## src/rtl/bus_arb_mux.sv

```systemverilog
// Registered round-robin bus arbiter/multiplexer: NSRC requesters share one
// WIDTH-bit bus, with optional owner lock and multi-driver conflict flags.
module bus_arb_mux #(
    parameter  int WIDTH = 32,
    parameter  int NSRC  = 24,
    localparam int IDXW  = $clog2(NSRC)
) (
    input  logic                  clock,
    input  logic                  clear,
    input  logic [NSRC-1:0]       req,
    input  logic [NSRC*WIDTH-1:0] data_in,
    input  logic                  lock,
    input  logic                  err_clr,
    output logic [WIDTH-1:0]      bus_out,
    output logic                  bus_valid,
    output logic [NSRC-1:0]       grant,
    output logic [IDXW-1:0]       grant_idx,
    output logic                  conflict,
    output logic                  err_sticky
);

    localparam logic [IDXW:0]   NSRC_X   = (IDXW + 1)'(NSRC);
    localparam logic [IDXW-1:0] LAST_IDX = IDXW'(NSRC - 1);

    logic [IDXW-1:0]  ptr_q,       ptr_d;
    logic [NSRC-1:0]  grant_q,     grant_d;
    logic [IDXW-1:0]  grant_idx_q, grant_idx_d;
    logic [WIDTH-1:0] bus_q,       bus_d;
    logic             valid_q,     valid_d;
    logic             conflict_q,  conflict_d;
    logic             err_q,       err_d;

    logic [2*NSRC-1:0] req_rot;
    logic [NSRC-1:0]   req_rot_lo;
    logic [IDXW-1:0]   rr_off;
    logic              rr_found;
    logic [IDXW:0]     rr_sum;
    logic [IDXW-1:0]   rr_idx;

    logic              owner_hold;
    logic              win_valid;
    logic [IDXW-1:0]   win_idx;
    logic [WIDTH-1:0]  win_word;
    logic              multi_req;

    // Rotating the doubled request vector by ptr turns the circular search
    // into a plain lowest-set-bit search; the offset is then mapped back.
    always_comb begin : rr_search
        // NOTE: every signal written here gets a default first, so no path
        // leaves it unassigned and no latch is inferred.
        req_rot    = {req, req} >> ptr_q;
        req_rot_lo = req_rot[NSRC-1:0];
        rr_off     = '0;
        rr_found   = 1'b0;
        for (int k = NSRC - 1; k >= 0; k--) begin
            if (req_rot_lo[k]) begin
                rr_off   = IDXW'(k);
                rr_found = 1'b1;
            end
        end
        rr_sum = {1'b0, ptr_q} + {1'b0, rr_off};
        if (rr_sum >= NSRC_X) begin
            rr_sum = rr_sum - NSRC_X;
        end
        rr_idx = rr_sum[IDXW-1:0];
    end

    always_comb begin : arbitrate
        // grant_q is one-hot at grant_idx_q, so this tests req[grant_idx_q].
        owner_hold = lock && (|(grant_q & req));
        win_valid  = owner_hold || rr_found;
        win_idx    = owner_hold ? grant_idx_q : rr_idx;

        ptr_d = ptr_q;
        if (!owner_hold && rr_found) begin
            ptr_d = (rr_idx == LAST_IDX) ? '0 : rr_idx + IDXW'(1);
        end

        win_word = '0;
        grant_d  = '0;
        for (int i = 0; i < NSRC; i++) begin
            if (win_valid && (win_idx == IDXW'(i))) begin
                win_word   = data_in[i*WIDTH +: WIDTH];
                grant_d[i] = 1'b1;
            end
        end

        grant_idx_d = win_valid ? win_idx  : grant_idx_q;
        bus_d       = win_valid ? win_word : bus_q;
        valid_d     = win_valid;

        // Clearing the lowest set bit leaves something iff two or more were set.
        multi_req  = |(req & (req - NSRC'(1)));
        conflict_d = multi_req;
        err_d      = multi_req | (err_q & ~err_clr);
    end

    always_ff @(posedge clock or posedge clear) begin
        if (clear) begin
            ptr_q       <= '0;
            grant_q     <= '0;
            grant_idx_q <= '0;
            bus_q       <= '0;
            valid_q     <= 1'b0;
            conflict_q  <= 1'b0;
            err_q       <= 1'b0;
        end else begin
            // NOTE: non-blocking so every register samples pre-edge values.
            ptr_q       <= ptr_d;
            grant_q     <= grant_d;
            grant_idx_q <= grant_idx_d;
            bus_q       <= bus_d;
            valid_q     <= valid_d;
            conflict_q  <= conflict_d;
            err_q       <= err_d;
        end
    end

    assign bus_out    = bus_q;
    assign bus_valid  = valid_q;
    assign grant      = grant_q;
    assign grant_idx  = grant_idx_q;
    assign conflict   = conflict_q;
    assign err_sticky = err_q;

endmodule

```

## config.mk

```make
export PLATFORM = sky130hd
export DESIGN_NAME = bus_arb_mux
export DESIGN_NICKNAME = d
export VERILOG_FILES = /design/src/rtl/bus_arb_mux.sv
export SDC_FILE = /design/constraint.sdc
export NUM_CORES = 1
export LEC_CHECK = 0
export ABC_AREA = 1
export BUFFER_PORTS_ARGS = -buffer_cell sky130_fd_sc_hd__buf_4
export CAP_MARGIN = 20
export CORE_AREA = 5 5 333 335
export DETAILED_ROUTE_END_ITERATION = 12
export DIE_AREA = 0 0 338 340
export HOLD_SLACK_MARGIN = 0.12
export REMOVE_ABC_BUFFERS = 1
export SYNTH_ARGS = -nofsm -noshare
export SYNTH_HDL_FRONTEND = slang
export SYNTH_SLANG_ARGS = --single-unit
```

## constraint.sdc

```tcl
create_clock -name clock -period 7.32 [get_ports clock]
set_clock_uncertainty 0.1 [all_clocks]
set_input_delay 0.366 -clock clock [delete_from_list [all_inputs] [get_ports clock]]
set_output_delay 0.366 -clock clock [all_outputs]
set_load 0.05 [all_outputs]
```

Word level (Yosys, flattened, before mapping)
Index checks and enable logic that the tools add are counted.

Bits in registers: 69. Bits in latches: 0. RAM bits: 0. ROM bits: 0. Input port bits: 796. Output and inout port bits: 64. Word-level logic and storage cells: 172. Memories kept: 0.

$add $sub $neg: 4. $mul: 0. Divide/modulo/power cells: 0. Order comparisons: 1. Equal/unequal tests: 24. Shifts and indexed selects: 1. Muxes and demuxes: 99. Bitwise operators: 5. Reduce and logical (&&, ||, !) cells: 31.

Operators by type and width (number): 32-bit two-way mux (24); 5-bit two-way mux (27); 24-bit bitwise AND (2); 1-bit two-way mux (48); 24-bit OR reduction (2); 48-bit by 5-bit right shift with 24-bit output (1); 5-bit equality test, second input constant (9); 5-bit by 4-bit equality test with 1-bit output, second input constant (8); 1-bit logical AND (26); 24-bit by 1-bit subtractor with 24-bit output, second input constant (1); 5-bit by 3-bit equality test with 1-bit output, second input constant (4); 5-bit by 2-bit equality test with 1-bit output, second input constant (2); 5-bit by 5-bit adder with 6-bit output (1); 6-bit by 5-bit >= comparator with 1-bit output, second input constant (1); 5-bit by 1-bit adder with 5-bit output, second input constant (1); 5-bit by 1-bit equality test with 1-bit output, second input constant (1); 5-bit zero test (1); 5-bit subtractor, second input constant (1); 1-bit bitwise AND (1); 1-bit zero test (1); 1-bit logical OR (1); 1-bit inverter (1); 1-bit bitwise OR (1).

Longest topological paths before layout
Gate-level depths: netlist of run 1.

Word-level depth: 55. Mapped depth: 57. Depth with buffers taken out: 55.

Worst setup path before layout of run 1
Ideal clock, no wire load.

Kind: register to register. Start: register ptr_q[1]. End: register bus_q[0], in the netlist bus_out[0]. Library setup time: 0.118 ns. Arrival time: 5.184 ns. Data required time: 7.102 ns. Path slack: 1.918 ns. Stages on the path, launching flop included: 54. Path buffers: 5. Period minus slack after synthesis: 5.402 ns. Cells stage by stage: dfrtp_1 > buf_4 > clkinv_4 > buf_2 > nand3_1 > nand3_1 > nand2_1 > nand2_1 > nand3_1 > nand2_1 > nand3_1 > nand2_1 > a21boi_0 > o21ai_0 > nand2_1 > nand2_1 > nand2_1 > nand2_1 > [18 not listed] > nand2_1 > o21ai_2 > buf_2 > nor3_1 > nand2_2 > inv_1 > buf_2 > buf_2 > nand2_1 > nand4_1 > nor2_1 > nand4_1 > nor2_1 > nand4_1 > nor2_1 > nand4_1 > nand2_1 > nand2_1.

Longest elaborated chain between the ends: 55. Elaborated cells on any way between the ends: 127. Classes of those cells: add/sub: 2; order compare: 1; eq/ne: 23; shift: 1; mux: 74; reduce/logical: 26.

Ends and longest elaborated chain: start, declared (line 25) `logic [IDXW-1:0] ptr_q, ptr_d;`; start signal, assigned (line 109) `ptr_q <= ptr_d;`; 48-bit by 5-bit right shift with 24-bit output (line 51) `req_rot = {req, req} >> ptr_q;`; 5-bit two-way mux (24 in series) (line 56) `if (req_rot_lo[k]) begin`; 5-bit by 5-bit adder with 6-bit output (line 61) `rr_sum = {1'b0, ptr_q} + {1'b0, rr_off};`; 5-bit subtractor / 6-bit by 5-bit >= comparator with 1-bit output (equally long branches) (line 63, 62); 5-bit two-way mux (line 62) `if (rr_sum >= NSRC_X) begin`; 5-bit two-way mux (line 72) `win_idx = owner_hold ? grant_idx_q : rr_idx;`; 5-bit zero test (line 82) `if (win_valid && (win_idx == IDXW'(i))) begin`; 1-bit logical AND (line 82); 32-bit two-way mux (24 in series) (line 82); end signal, assigned (line 112) `bus_q <= bus_d;`; end, declared (line 28) `logic [WIDTH-1:0] bus_q, bus_d;`.

Several ways; a longest one is shown, not always the timed one. A chain may end at the register's enable or synchronous reset.

Worst setup path in the final report of run 1
Start: register ptr_q[0]. End: register bus_q[25], in the netlist bus_out[25].

The elaborated chain is that of the path after synthesis.

==> results of run 1 <==
flip-flops by register name (all words and copies together), names as in the netlist:
signal and count:
bus_out 32, grant 24, grant_idx 5, ptr_q 5, bus_valid 1, conflict 1, err_sticky 1
area by class of cell:
class                           instances  area (um^2)  share of cell area
Multi-Input combinational cell       1869         8890               0.411
Timing Repair Buffer                 1005         7830               0.362
Tap cell                             1414         1770              0.0819
Sequential cell                        69         1730              0.0801
Inverter                              269         1040              0.0482
Clock buffer                           11          243              0.0112
Clock inverter                          5         58.8             0.00272
Antenna cell                           12         30.0             0.00139
Timing Repair inverter                  3         22.5             0.00104
stage by stage:
stage | instance area (um^2) | setup WS [ps] | util
CTS | 20600 | 15.9 | 0.191
global placement | 20100 | -279 | 0.187
floorplan | 11000 | 1030 | -
finish | 21600 | 360 | 0.200
global route | 21600 | -177 | 0.200
detailed placement | 20100 | -209 | 0.187
how the worst min path moves through the flow:
stage,start,endpoint,cells past startpoint
floorplan,err_clr,err_sticky,1
global placement,clear,bus_out[27],2
detailed placement,clear,bus_out[27],2
CTS,data_in[714],bus_out[10],3
global route,data_in[742],bus_out[6],3
finish,data_in[713],bus_out[9],3
worst reg2reg max path: cells and delay by family, from the launching register on:
family / cells / cell delay (ps)
compound gates: 5 / 530
xor+xnor: 1 / 150
fa+ha+maj: 2 / 630
buf+inv: 3 / 590
flops: 1 / 610
simple gates: 41 / 4230
routing by layer:
layer,vias up,part of all wire
met3,163,0.081
met4,8,0.034
met5,-,0.00052
met2,960,0.50
met1,8919,0.38
li1,9135,-
what timing repair did:
item / in CTS / in global routing
pin swaps: 0 / 45
endpoints found under the setup margin: 2 / 32
hold buffers: 17 / 0
hold endpoints to repair: 41 / 0
gates cloned: 0 / 7
gates resized for setup: 3 / 201
buffers inserted: 0 / 17
Yosys cell counts, types with 2 or more instances:
| cell type | n |
|---|---|
| maj3_1 | 2 |
| nand3_1 | 274 |
| buf_1 | 5 |
| o211ai_1 | 2 |
| inv_1 | 256 |
| ha_1 | 6 |
| nor2_1 | 289 |
| o21ai_0 | 26 |
| inv_2 | 8 |
| buf_4 | 8 |
| a21boi_0 | 2 |
| nand3_2 | 2 |
| xor2_1 | 2 |
| or3_1 | 2 |
| o2111ai_1 | 2 |
| or2_0 | 2 |
| clkinv_1 | 3 |
| a21oi_1 | 11 |
| dfrtp_1 | 69 |
| or2_2 | 70 |
| nor3_2 | 3 |
| buf_2 | 36 |
| o21ai_2 | 2 |
| nand2_2 | 5 |
| nor2_2 | 2 |
| nand2_1 | 968 |
| o21ai_1 | 11 |
| buf_6 | 7 |
| o31ai_1 | 4 |
| nand4_1 | 148 |
| or4_1 | 2 |
| clkbuf_1 | 54 |
| nor3_1 | 25 |
cell families (layout without fill, tap and decap cells):
group           count (synthesis)  after routing  share of synthesized area
simple gates                 1794           1794                      0.671
buf+inv                       379           1293                      0.135
compound gates                 63             63                     0.0310
fa+ha+maj                       9              9                     0.0100
flops                          69             69                      0.150
xor+xnor                        3              3                    0.00228
other cells                     0             12                          0
==> flow_metrics.env, run 1 <==
export IMPL_slowest_stage="dfrtp_4"
export IMPL_tritoncts="done"
export IMPL_wire_per_inst_um=24.3
export IMPL_synth_ff_type="dfrtp_1"
export IMPL_globalRouteTotalUtil=0.184
export IMPL_slowest_delay_ps=610
export IMPL_setup_worst_path_end="bus_out[25]"
export IMPL_die_area_um2=115000
export IMPL_ys_async_sr_fraction=1.00
export IMPL_crit_type="flip-flop to flip-flop"
export IMPL_place_hpwl_um=98000
export IMPL_grt_antenna_before_repair=31
export IMPL_clock_sinks=69
export IMPL_clock_latency_ps=380
export IMPL_yosysUniqueCellTypes=42
export IMPL_setup_violations=0
export IMPL_crit_fanout=7
export IMPL_synth_area_top_cells="nand2_1 (32%), dfrtp_1 (15%), nand3_1 (12%)"
export IMPL_drt_iter0_markers=1570
export IMPL_grt_start_max_net_pins=53
export IMPL_root_buffer="clkbuf_16"
export IMPL_grt_busiest_layer="met2"
export IMPL_instances_no_fill=4657
export IMPL_io_pins=860
export IMPL_post_route_period_util=0.951
export IMPL_hp_class="input pin to flip-flop"
export IMPL_cp_startpoint="ptr_q[0]"
export IMPL_tightest_slew_ps=753
export IMPL_clockBufferDepth=2
export IMPL_path_depth=52
export IMPL_fmax_mhz=144
export IMPL_grt_setup_unrepaired="yes"
export IMPL_maxSlewHeadroom=0.498
export IMPL_core_um2=108000
export IMPL_path_buf_inv=3
export IMPL_maxSlewViolCount=0
export IMPL_setup_tns_ps=0
export IMPL_ant_nets=0
export IMPL_ys_warn_count=0
export IMPL_numPortBuffers=859
export IMPL_grt_use_met3=0.0451
export IMPL_grt_pass1_wl_um=147000
export IMPL_gr_total_overflow=0
export IMPL_dieHeight_um=340
export IMPL_synth_yosys_seq_area_share=0.150
export IMPL_whs_ps=146
export IMPL_worstPathArrival_ps=7130
export IMPL_outcome="finished clean"
export IMPL_num_fill_cells=12500
export IMPL_syn_area_um2=11500
export IMPL_synth_top_area_frac=0.316
export IMPL_die_w_um=338
export IMPL_synth_top_area_cell="nand2_1"
export IMPL_reg2reg_slack_ps=360
export IMPL_first_pass_iters=6
export IMPL_rr_startpoint="ptr_q[0]"
export IMPL_ys_ff_latch=69
export IMPL_path_clk_slew_ps=80
export IMPL_cp_end_kind="flip-flop"
export IMPL_final_common_cell="buf_4"
export IMPL_cts_made_buffers=9
export IMPL_cp_common_cell="nand2_1"
export IMPL_rr_worst_depth=52
export IMPL_syn_inst=2317
export IMPL_vias=19200
export IMPL_placed_cells=4588
export IMPL_gp_congestion=0.986
export IMPL_period_needed_ps=6960
export IMPL_grt_pass1_vias=18900
export IMPL_required_ps=7490
export IMPL_drive_gt1_frac=0.388
export IMPL_row_count=121
export IMPL_start_util=0.107
export IMPL_max_cap_viol_count=0
export IMPL_htree_levels=3
export IMPL_wl_um=113000
export IMPL_grt_use_met2=0.339
export IMPL_timing_final_hold_violations=0
export IMPL_num_nets_final=4029
export IMPL_viasPerCell=4.12
export IMPL_synth_edf_count=0
export IMPL_use_met1=0.209
export IMPL_crit_path_start_kind="flip-flop"
export IMPL_synth_area_per_cell_um2=4.97
export IMPL_area_growth_pct=87.8
export IMPL_drc=0
export IMPL_crit_family="simple AND/OR/NAND/NOR gates"
export IMPL_r2r_end="bus_out[25]"
export IMPL_most_common_layout_cells="buf_4 (962), nand2_1 (926), nor2_1 (262)"
Power of run 1 is not shown: default switching activity piles up to over one toggle a cycle in this logic, so the estimate is an artifact.
==> run 2: changes to the inputs <==
--- a/config.mk
+++ b/config.mk
@@ -12,7 +12,9 @@
 export DETAILED_ROUTE_END_ITERATION = 12
 export DIE_AREA = 0 0 338 340
 export HOLD_SLACK_MARGIN = 0.12
+export RECOVER_POWER = 100
 export REMOVE_ABC_BUFFERS = 1
 export SYNTH_ARGS = -nofsm -noshare
 export SYNTH_HDL_FRONTEND = slang
 export SYNTH_SLANG_ARGS = --single-unit
+export TNS_END_PERCENT = 100
==> run 2 against run 1 <==
The run now ends with capacitance limit, slew limit left. Register-to-register slack hardly changed. Sequential share of layout area is 0.095 points higher. First-iteration DRC count is 3.5% lower. Critical path depth is 1 higher. Die area stayed put. Cell area is 1.2% lower. Utilization is 0.23 points lower. Clock-buffer cell count stayed put. Maximum frequency is 0.20% lower. Final cell count hardly changed. Non-clock buffer count stayed put.
==> flow_metrics.env, run 2 (synthesized netlist as in run 1, its figures left out) <==
export IMPL_outcome="finished, violations left"
export IMPL_violations="capacitance limit, slew limit"
export IMPL_io_pins=860
export IMPL_ant_nets=0
export IMPL_cts_made_buffers=9
export IMPL_core_um2=108000
export IMPL_first_pass_iters=8
export IMPL_most_common_layout_cells="nand2_1 (926), buf_4 (895), nor2_1 (262)"
export IMPL_slowest_stage="dfrtp_4"
export IMPL_area_growth_pct=85.6
export IMPL_die_area_um2=115000
export IMPL_globalRouteTotalUtil=0.184
export IMPL_place_hpwl_um=98000
export IMPL_root_buffer="clkbuf_16"
export IMPL_setup_slack_ps=346
export IMPL_row_count=121
export IMPL_wire_per_inst_um=24.3
export IMPL_drt_iter0_markers=1515
export IMPL_start_util=0.107
export IMPL_grt_pass1_vias=18900
export IMPL_slowest_delay_ps=600
export IMPL_cp_common_cell="nand2_1"
export IMPL_crit_type="flip-flop to flip-flop"
export IMPL_cp_end_kind="flip-flop"
export IMPL_crit_path_start_kind="flip-flop"
export IMPL_maxSlewHeadroom=-0.921
export IMPL_setup_tns_ps=0
export IMPL_maxSlewViolCount=72
export IMPL_tightest_slew_ps=2880
export IMPL_grt_setup_unrepaired="yes"
export IMPL_largest_reg_flops=32
export IMPL_clock_latency_ps=380
export IMPL_grt_start_max_net_pins=53
export IMPL_num_nets_final=4029
export IMPL_max_cap_viol_count=2
export IMPL_viasPerCell=4.12
export IMPL_worstPathArrival_ps=7140
export IMPL_setup_violations=0
export IMPL_drive_gt1_frac=0.367
export IMPL_clockBufferDepth=2
export IMPL_drc=0
export IMPL_grt_pass1_wl_um=147000
export IMPL_htree_levels=3
export IMPL_grt_antenna_before_repair=31
export IMPL_wl_um=113000
export IMPL_dp_slack_ps=-209
export IMPL_timing_final_hold_violations=0
export IMPL_period_needed_ps=6970
export IMPL_whs_ps=147
export IMPL_final_common_cell="nand2_1"
export IMPL_required_ps=7490
export IMPL_post_route_period_util=0.953
export IMPL_placed_cells=4588
export IMPL_tritoncts="done"
export IMPL_die_w_um=338
export IMPL_dieHeight_um=340
export IMPL_path_clk_slew_ps=80
export IMPL_crit_fanout=7
export IMPL_hp_class="input pin to flip-flop"
export IMPL_gp_congestion=0.986
export IMPL_crit_family="simple AND/OR/NAND/NOR gates"
export IMPL_gr_total_overflow=0
export IMPL_fmax_mhz=143
export IMPL_vias=19200
export IMPL_numPortBuffers=859
export IMPL_clock_sinks=69
export IMPL_path_buf_inv=3
export IMPL_instances_no_fill=4655
-- run 2: changes by cell type in the layout (fill, tap and decap cells not counted), sizes merged --
| cell | before | now |
|---|---|---|
| buf | 986 | 919 |
| clkinvlp | 2 | 3 |
| clkbuf | 13 | 80 |
| diode | 12 | 10 |
| clkinv | 10 | 9 |
-- run 2: worst paths after layout --
| check | start | end | slack (ps) | cells past startpoint |
|---|---|---|---|---|
| min in group asynchronous | clear | bus_out[27] | 820 | 3 |
| min | data_in[713] | bus_out[9] | 150 | 3 |
| max reg2reg | ptr_q[0] | bus_out[25] | 350 | 53 |
| min reg2reg | bus_out[25] | bus_out[25] | 390 | 2 |
| max | ptr_q[0] | bus_out[25] | 350 | 53 |
| max in group asynchronous | clear | ptr_q[0] | 2580 | 4 |
-- run 2: metrics by stage --
| stage | area [um^2] | util |
|---|---|---|
| floorplan | 11000 | - |
| global placement | 20100 | 0.187 |
| detailed placement | 20100 | 0.187 |
| CTS | 20600 | 0.191 |
| global route | 21300 | 0.198 |
| finish | 21400 | 0.198 |
-- run 2: timing repair --
action	CTS	global route
endpoints found under the hold margin	41	0
pin swaps	0	45
cloned	0	7
setup buffers	0	17
hold buffers	17	0
gates resized for setup	3	201
endpoints found under the setup margin	2	32
-- run 2: layer usage --
layer	vias up	GRT usage	share of wire
met3	164	0.0451	0.078
li1	9135	-	-
met4	8	0.0524	0.034
met2	918	0.339	0.50
met1	8971	0.209	0.38
met5	-	0	0.00052
-- run 2: worst register-to-register path: cells and delay by family, from the launching register on --
kind                       cells  cell delay (ps)
adders and majority gates      2              630
DFF                            1              600
AOI/OAI and AO/OA              5              530
buffers and inverters          3              580
xor gates and xnor gates       1              150
and+or+nand+nor               42             4240
-- run 2: area by class of cell --
class,count,area (um^2)
diodes,10,25.0
clock buffers,11,243
clock inverters,5,58.8
fillers,12600,86400
inverters,269,1040
multi-input cells,1869,8890
flip-flops and latches,69,1730
well taps,1414,1770
repair buffers,1005,7580
repair inverters,3,22.5
Power of run 2 is left out for the same reason.
==> run 3: changes to the inputs <==
--- a/config.mk
+++ b/config.mk
@@ -12,7 +12,7 @@
 export DETAILED_ROUTE_END_ITERATION = 12
 export DIE_AREA = 0 0 338 340
 export HOLD_SLACK_MARGIN = 0.12
-export RECOVER_POWER = 100
+export RECOVER_POWER = 50
 export REMOVE_ABC_BUFFERS = 1
 export SYNTH_ARGS = -nofsm -noshare
 export SYNTH_HDL_FRONTEND = slang
==> run 3 against run 2 <==
The run still ends with capacitance limit, slew limit left. Routed wire length hardly changed. First-iteration DRC count stayed put. Global-route usage stayed put. Sequential cell count stayed put.
==> flow_metrics.env, run 3 (synthesized netlist as in run 1, its figures left out) <==
export IMPL_outcome="finished, violations left"
export IMPL_violations="capacitance limit, slew limit"
export IMPL_grt_pass1_vias=18900
export IMPL_multi_input_area_um2=8890
export IMPL_drt_iter0_markers=1515
export IMPL_required_ps=7490
export IMPL_wl_um=113000
export IMPL_grt_start_max_net_pins=53
export IMPL_timing_final_hold_violations=0
export IMPL_post_route_period_util=0.952
export IMPL_drc=0
export IMPL_die_area_um2=115000
export IMPL_crit_fanout=7
export IMPL_final_core_util=0.198
export IMPL_dp_slack_ps=-209
export IMPL_dieHeight_um=340
export IMPL_cp_startpoint="ptr_q[0]"
export IMPL_period_needed_ps=6970
export IMPL_most_common_layout_cells="nand2_1 (926), buf_4 (896), nor2_1 (262)"
export IMPL_gp_congestion=0.986
export IMPL_worstPathArrival_ps=7140
export IMPL_cp_common_cell="nand2_1"
export IMPL_clock_sinks=69
export IMPL_fmax_mhz=144
export IMPL_crit_type="flip-flop to flip-flop"
export IMPL_maxSlewHeadroom=-0.920
export IMPL_crit_path_start_kind="flip-flop"
export IMPL_num_fill_cells=12600
export IMPL_setup_violations=0
export IMPL_wire_per_inst_um=24.3
export IMPL_row_count=121
export IMPL_numPortBuffers=859
export IMPL_tightest_slew_ps=2880
export IMPL_cts_made_buffers=9
export IMPL_largest_reg_flops=32
export IMPL_core_um2=108000
export IMPL_rr_startpoint="ptr_q[0]"
export IMPL_die_w_um=338
export IMPL_drive_gt1_frac=0.368
export IMPL_hp_class="input pin to flip-flop"
export IMPL_min_from="data_in[713]"
export IMPL_start_util=0.107
export IMPL_path_clk_slew_ps=80
export IMPL_ant_nets=0
export IMPL_grt_antenna_before_repair=31
export IMPL_htree_levels=3
export IMPL_cp_end_kind="flip-flop"
export IMPL_path_buf_inv=3
export IMPL_setup_slack_ps=352
export IMPL_clockBufferDepth=2
export IMPL_io_pins=860
export IMPL_tritoncts="done"
export IMPL_clock_latency_ps=380
export IMPL_viasPerCell=4.12
export IMPL_root_buffer="clkbuf_16"
export IMPL_slowest_stage="dfrtp_4"
export IMPL_first_pass_iters=5
export IMPL_grt_pass1_wl_um=147000
export IMPL_area_growth_pct=85.6
export IMPL_final_common_cell="nand2_1"
export IMPL_grt_setup_unrepaired="yes"
export IMPL_crit_family="simple AND/OR/NAND/NOR gates"
export IMPL_vias=19200
export IMPL_num_nets_final=4029
export IMPL_seq_area_um2=1730
export IMPL_maxSlewViolCount=72
export IMPL_globalRouteTotalUtil=0.184
export IMPL_gr_total_overflow=0
export IMPL_slowest_delay_ps=610
export IMPL_place_hpwl_um=98000
export IMPL_max_cap_viol_count=2
run 3: cell types whose count changed in the layout (fill, tap and decap cells not counted), sizes merged:
cell,before,now
buf,919,920
clkbuf,80,79
run 3: final timing paths:
kind | to | slack (ps) | cells after the start
worst max-delay path | bus_out[25] | 350 | 53
worst min-delay path | bus_out[9] | 150 | 3
worst max register to register | bus_out[25] | 350 | 53
worst min register to register | bus_out[25] | 390 | 2
max in group asynchronous | ptr_q[0] | 2580 | 4
min in group asynchronous | bus_out[27] | 830 | 3
run 3: layout make-up:
type | instances | share of cell area
antenna | 10 | 0.00117
clock buffer | 11 | 0.0114
timing repair buffer | 1005 | 0.355
clock inverter | 5 | 0.00275
tap | 1414 | 0.0828
inverter | 269 | 0.0487
multi-input combinational | 1869 | 0.416
timing repair inverter | 3 | 0.00105
sequential | 69 | 0.0811
run 3: what timing repair did:
item / CTS / global route
gates cloned: 0 / 7
gates resized for setup: 3 / 201
endpoints found under the hold margin: 41 / 0
setup buffers: 0 / 17
setup endpoints to repair: 2 / 32
pin swaps: 0 / 45
hold buffers: 17 / 0
run 3: per-layer routing:
| metal | vias to the layer above | part of all wire | track usage |
|---|---|---|---|
| met4 | 8 | 0.034 | 0.0524 |
| met3 | 159 | 0.079 | 0.0451 |
| met5 | - | 0.00052 | 0 |
| met2 | 931 | 0.50 | 0.339 |
| li1 | 9135 | - | - |
| met1 | 8946 | 0.38 | 0.209 |
run 3: worst reg2reg max path: cells and delay by family, from the launching register on:
kind,cells,cell delay [ps]
AO/OA/AOI/OAI,5,530
XOR/XNOR,1,150
adder cells (fa/ha/maj),2,640
buffers and inverters,3,580
flip-flops,1,610
AND/OR/NAND/NOR,42,4220
run 3: per-stage QoR:
step / instances / TNS [ps] / hold WS, ps / instance area [um^2]
5_1_grt: 4649 / -935 / 146 / 21300
3_3_place_gp: 4588 / -279 / 347 / 20100
6_report: 4655 / 0 / 148 / 21400
2_1_floorplan: 2207 / 0 / 377 / 11000
4_1_cts: 4621 / 0 / 120 / 20600
3_5_place_dp: 4588 / -209 / 364 / 20100
Power of run 3 is left out for the same reason.
